--- src/rtl/mips_pkg.sv ---
// Shared MIPS32 definitions: opcode/funct encodings, instruction field
// positions and the fetch-unit state encoding.
package mips_pkg;

    localparam logic [5:0] OP_RTYPE = 6'h00;
    localparam logic [5:0] OP_J     = 6'h02;
    localparam logic [5:0] OP_BEQ   = 6'h04;
    localparam logic [5:0] OP_ADDI  = 6'h08;
    localparam logic [5:0] OP_SLTIU = 6'h0B;
    localparam logic [5:0] OP_LW    = 6'h23;
    localparam logic [5:0] OP_SW    = 6'h2B;

    localparam logic [5:0] F_SLL = 6'h00;
    localparam logic [5:0] F_ADD = 6'h20;
    localparam logic [5:0] F_SUB = 6'h22;

    localparam int OPCODE_MSB = 31;
    localparam int OPCODE_LSB = 26;
    localparam int RS_MSB     = 25;
    localparam int RS_LSB     = 21;
    localparam int RT_MSB     = 20;
    localparam int RT_LSB     = 16;
    localparam int RD_MSB     = 15;
    localparam int RD_LSB     = 11;
    localparam int SHAMT_MSB  = 10;
    localparam int SHAMT_LSB  = 6;
    localparam int FUNCT_MSB  = 5;
    localparam int FUNCT_LSB  = 0;
    localparam int IMM_MSB    = 15;
    localparam int IMM_LSB    = 0;

    // sll $0,$0,0
    localparam logic [31:0] NOP_WORD = 32'h0000_0000;

    typedef enum logic [1:0] {
        FETCH = 2'd0,
        WAIT  = 2'd1,
        HOLD  = 2'd2
    } fetch_state_t;

endpackage

--- src/rtl/instr_field_split.sv ---
// Combinational slicing of a MIPS32 instruction word into its fields.
module instr_field_split
    import mips_pkg::*;
(
    input  logic [31:0] instr,
    output logic [5:0]  opcode,
    output logic [4:0]  rs,
    output logic [4:0]  rt,
    output logic [4:0]  rd,
    output logic [4:0]  shamt,
    output logic [5:0]  funct,
    output logic [15:0] imm
);

    assign opcode = instr[OPCODE_MSB:OPCODE_LSB];
    assign rs     = instr[RS_MSB:RS_LSB];
    assign rt     = instr[RT_MSB:RT_LSB];
    assign rd     = instr[RD_MSB:RD_LSB];
    assign shamt  = instr[SHAMT_MSB:SHAMT_LSB];
    assign funct  = instr[FUNCT_MSB:FUNCT_LSB];
    assign imm    = instr[IMM_MSB:IMM_LSB];

endmodule

--- src/rtl/instr_fetch_unit.sv ---
// Instruction fetch front end: PC, single-outstanding imem request and a
// one-entry instruction buffer toward decode, with jump/branch redirect.
module instr_fetch_unit
    import mips_pkg::*;
#(
    parameter int                ADDR_W   = 32,
    parameter logic [ADDR_W-1:0] RESET_PC = '0
) (
    input  logic              clk,
    input  logic              reset,
    output logic              imem_req,
    output logic [ADDR_W-1:0] imem_addr,
    input  logic              imem_gnt,
    input  logic              imem_rvalid,
    input  logic [31:0]       imem_rdata,
    output logic              if_valid,
    input  logic              if_ready,
    output logic [31:0]       instr,
    output logic [ADDR_W-1:0] pc_out,
    output logic [ADDR_W-1:0] pc_plus4,
    output logic [5:0]        opcode,
    output logic [5:0]        funct,
    output logic [4:0]        rs,
    output logic [4:0]        rt,
    output logic [4:0]        rd,
    output logic [4:0]        shamt,
    output logic [15:0]       imm,
    input  logic              jump,
    input  logic [ADDR_W-1:0] jump_target,
    input  logic              branch_taken,
    input  logic [ADDR_W-1:0] branch_target,
    output logic              misalign
);

    fetch_state_t      state, state_nxt;
    logic [ADDR_W-1:0] pc;
    logic              drop;
    logic              vld_p1;
    logic [31:0]       instr_p1;
    logic [ADDR_W-1:0] pc_out_p1;
    logic              misalign_p1;

    logic              redirect;
    logic [ADDR_W-1:0] raw_target;
    logic [ADDR_W-1:0] target;
    logic              capture;

    assign redirect   = jump | branch_taken;
    assign raw_target = jump ? jump_target : branch_target;
    assign target     = {raw_target[ADDR_W-1:2], 2'b00};
    // A redirect in the same cycle as rvalid makes the returning word stale.
    assign capture    = (state == WAIT) && imem_rvalid && !drop && !redirect;

    always_ff @(posedge clk) begin
        if (reset) begin
            state <= FETCH;
        end else begin
            state <= state_nxt;
        end
    end

    always_comb begin
        state_nxt = state;
        case (state)
            FETCH: if (imem_gnt) state_nxt = WAIT;
            WAIT:  if (imem_rvalid) state_nxt = capture ? HOLD : FETCH;
            HOLD: begin
                if (redirect)      state_nxt = FETCH;
                else if (if_ready) state_nxt = imem_gnt ? WAIT : FETCH;
            end
            default: state_nxt = FETCH;
        endcase
    end

    // HOLD re-issues only in the cycle the buffer drains, and never toward a stale PC.
    always_comb begin
        imem_req = 1'b0;
        case (state)
            FETCH:   imem_req = !reset;
            HOLD:    imem_req = !reset && if_ready && !redirect;
            default: imem_req = 1'b0;
        endcase
    end

    always_ff @(posedge clk) begin
        if (reset) begin
            pc          <= RESET_PC;
            drop        <= 1'b0;
            vld_p1      <= 1'b0;
            misalign_p1 <= 1'b0;
            instr_p1    <= NOP_WORD;
        end else begin
            misalign_p1 <= redirect && (raw_target[1:0] != 2'b00);
            if (redirect) begin
                pc <= target;
            end else if (capture) begin
                pc <= pc + ADDR_W'(4);
            end
            if (redirect && ((state == FETCH && imem_gnt) || (state == WAIT && !imem_rvalid))) begin
                drop <= 1'b1;
            end else if (state == WAIT && imem_rvalid) begin
                drop <= 1'b0;
            end
            if (redirect) begin
                vld_p1 <= 1'b0;
            end else if (capture) begin
                vld_p1 <= 1'b1;
            end else if (if_ready) begin
                vld_p1 <= 1'b0;
            end
            if (capture) begin
                instr_p1 <= imem_rdata;
            end
        end
    end

    // Buffer address carries no reset; it is only meaningful while if_valid is set.
    always_ff @(posedge clk) begin
        if (capture) begin
            pc_out_p1 <= pc;
        end
    end

    assign imem_addr = pc;
    assign if_valid  = vld_p1;
    assign instr     = instr_p1;
    assign pc_out    = pc_out_p1;
    assign pc_plus4  = pc_out_p1 + ADDR_W'(4);
    assign misalign  = misalign_p1;

    instr_field_split u_split (
        .instr  (instr_p1),
        .opcode (opcode),
        .rs     (rs),
        .rt     (rt),
        .rd     (rd),
        .shamt  (shamt),
        .funct  (funct),
        .imm    (imm)
    );

endmodule

--- config.mk ---
export PLATFORM = sky130hd
export DESIGN_NAME = instr_fetch_unit
export DESIGN_NICKNAME = d
export VERILOG_FILES = /design/src/rtl/mips_pkg.sv /design/src/rtl/instr_field_split.sv /design/src/rtl/instr_fetch_unit.sv
export SDC_FILE = /design/constraint.sdc
export NUM_CORES = 1
export LEC_CHECK = 0
export ABC_AREA = 1
export CORE_ASPECT_RATIO = 0.75
export CORE_MARGIN = 3
export CORE_UTILIZATION = 28
export CTS_CLUSTER_DIAMETER = 100
export DETAILED_ROUTE_END_ITERATION = 6
export DONT_BUFFER_PORTS = 1
export GPL_TIMING_DRIVEN = 0
export SLEW_MARGIN = 20
export SYNTH_ARGS = -nofsm -noshare
export SYNTH_HDL_FRONTEND = slang
export SYNTH_HIERARCHICAL = 1
export SYNTH_SLANG_ARGS = --single-unit
--- constraint.sdc ---
create_clock -name clk -period 1.5 [get_ports clk]
set_input_delay 0.225 -clock clk [delete_from_list [all_inputs] [get_ports clk]]
set_output_delay 0.225 -clock clk [all_outputs]
set_load 0.05 [all_outputs]
==> metrics <==
outcome complete, but fails checks; failing checks setup timing; placed cell area between 6000 and 7000 um2; Worst Path Required approximately 1300 ps; final WL 23000 um; cell taking the most area after synthesis dfxtp_1; path depth of the worst reg2reg path 10; internal reg-to-reg setup slack -210 ps; sequential-to-total area share from yosys stat 37.6%; Mean Syn Cell Area approximately 7 um2; critical path arrival between 2000 and 3000 ps; Design Area, Final approximately 8400 um2; DIE AREA 23100 um2; Final Skew 6.87 ps; Finish-stage setup viols 43; Hold Path Depth 2; fraction of layout cells with a size suffix above 1 41.4%; first-pass GRT wire length 33000 um; Place WS -966 ps; Synth Register Bits 97; Pwr Density about 850 nW/um2; R2R Path End imem_addr[30]; Synth top area share between 20% and 30%; peak fanout along the critical path 4; area grow syn2layout 40.4%; post-DP HPWL around 17000 um; leakage power between 3 and 4 nW; Clk pin slew, worst setup/hold paths about 70 ps; EDFF count, synth 30; # port buffers 0; htree depth 3; nets 1001; Final Util between 40% and 50%; Core ar. 20600 um2; Total Routing Usage GR between 10% and 20%; Routed Antenna Nets 0; Hold Path Class primary input to flop; met1 wire length 10400 um; Filler cells 2082; reg2reg start imem_addr[2]; Peak Freq ~360 MHz; ys flop type dfxtp_1; die width 175 um; clk_lat worst skew about 350 ps; Initial Util about 29%; Slew @ Worst Pin 1120 ps; post-route worst setup slack -1260 ps; Clock Path Buffers 2; TritonCTS Buffers 9; Vias per Instance ~4.9; total grt overflow 0; clock sink count 97; Clk Tree Root Cell clkbuf_16; pin count of the biggest net entering global routing 21; CP Capture Type output pin; Slew Viols, Final 0; met2 WL 10600 um; Synth cell types 42; Worst slew margin between 20% and 30%; via count of the first global-routing pass 5547; synth cell count leaders nor2_1 (190), nand2_1 (128), dfxtp_1 (67), o21ai_0 (63), buf_4 (62); clock tree from TritonCTS yes; Peak VDD IR roughly 0.48 mV; Top Metal Used met4; endpoints failing hold 0; hold path start imem_rdata[8]; first-pass detailed-route iteration total 5; ys async rst share 0%; FP Rows 45; hold_ws 27.1 ps; crit path time final ~2800 ps; Final period util 184%; CP Launch Type flop; First DRT Iteration DRCs 311; critical path class flop to output pin; DR vias about 5800; Max Cap Violations 0; wire per inst slightly below 20 um; Worst Hold Path EP instr[8]; most frequent cell after synthesis nor2_1; unrepaired setup endpoints after global routing yes; initial antenna violation count 1; GPL Wtd Cong a little under 0.9; synth top area cells dfxtp_1 (22%), edfxtp_1 (15%), nor2_1 (12%), nand2_1 (8.0%), buf_4 (7.8%); Yosys warning count 6; Setup TNS Final -32650 ps; I/O pin count ~280; Die Span Y 132 um; synthesized instance count 840; met3 WL approximately 1600 um; Synth Cell Area 5970 um2; DRC Markers 0
-- layout by cell type, fill, tap and decap left out, types with 3 or more instances in the layout --
| master | count |
|---|---|
| nor2_4 | 29 |
| dfxtp_1 | 4 |
| buf_8 | 3 |
| nand2_2 | 33 |
| a31oi_1 | 6 |
| inv_2 | 10 |
| clkbuf_1 | 12 |
| nor3_4 | 8 |
| xnor2_4 | 10 |
| clkbuf_16 | 12 |
| xor2_4 | 13 |
| nor3_2 | 3 |
| dfxtp_2 | 34 |
| a21oi_2 | 9 |
| nand4_1 | 9 |
| nand3_4 | 7 |
| o21ai_1 | 30 |
| nor2_2 | 18 |
| edfxtp_1 | 30 |
| o21ai_0 | 45 |
| xor2_2 | 3 |
| conb_1 | 6 |
| nand2_4 | 16 |
| buf_2 | 8 |
| nand3_1 | 33 |
| inv_1 | 42 |
| buf_6 | 19 |
| dfxtp_4 | 29 |
| nand3_2 | 11 |
| a21oi_1 | 40 |
| nand2_1 | 90 |
| nor3_1 | 4 |
| inv_4 | 4 |
| nor2_1 | 161 |
| buf_4 | 79 |
-- metal layers --
layer | track usage [%] | vias up
met3 | 4.93 | 18
met1 | 25.5 | 2781
met2 | 28.8 | 221
li1 | - | 2812
met4 | 3.94 | 0
met5 | 0 | -
-- final cells by class --
type / count / area, um2 / area share (%)
multi-input combinational: 605 / 4030 / 48.0
clock buffer: 12 / 279 / 3.33
timing repair buffer: 41 / 407 / 4.85
antenna: 1 / 2.50 / 0.0299
clock inverter: 4 / 55.1 / 0.657
tap: 282 / 353 / 4.21
buffer: 84 / 629 / 7.51
inverter: 58 / 235 / 2.81
sequential: 97 / 2390 / 28.6
-- repair_timing --
action	4_1_cts	5_1_grt
setup buffers	22	15
gates resized for setup	137	122
hold endpoints to repair	5	0
hold buffers	1	0
pin swaps	39	56
setup endpoints to repair	148	79
gates cloned	1	3
-- kinds of logic (layout without fill, tap and decap cells) --
family / Yosys count / count (layout) / synth area share, %
simple gates: 433 / 433 / 32.5
buf+inv: 143 / 199 / 13.6
compound gates: 137 / 137 / 11.9
flops: 97 / 97 / 37.6
xor+xnor: 27 / 27 / 3.96
fa+ha+maj: 2 / 2 / 0.419
other cells: 1 / 7 / 0.0628
-- power breakdown --
part / switching, mW / internal (mW) / total (mW)
logic: 0.683 / 0.365 / 1.05
registers: 0.680 / 2.84 / 3.52
clock network: 1.04 / 1.51 / 2.55
-- worst max-delay path, cell delays in order (launching register included) --
cell      delay (ps)
edfxtp_1         870
nand2_2          200
nor2_4           210
nand3_4           80
nor2_1           120
nand4_1          230
xor2_4           460
-- how the worst max path moves through the flow --
stage,start,endpoint,depth (start not counted)
global route,pc_out[16],pc_plus4[30],6
CTS,pc_out[7],pc_plus4[27],6
floorplan,pc_out[3],pc_plus4[28],7
detailed placement,pc_out[14],pc_plus4[19],5
finish,pc_out[15],pc_plus4[30],6
global placement,pc_out[14],pc_plus4[21],5
-- state kept, by name (all words and copies together), names as in the netlist --
name and cells:
instr 32, imem_addr 30, pc_out 30, state 2, drop 1, if_valid 1
misalign 1
-- per-stage QoR --
stage | std cells | total power, mW
detailed placement | 1127 | 4.47
global route | 1184 | 7.41
CTS | 1167 | 7.09
global placement | 1127 | 4.46
finish | 1184 | 7.12
floorplan | 845 | 4.19
Note: power is estimated with default switching activity, not from simulation.
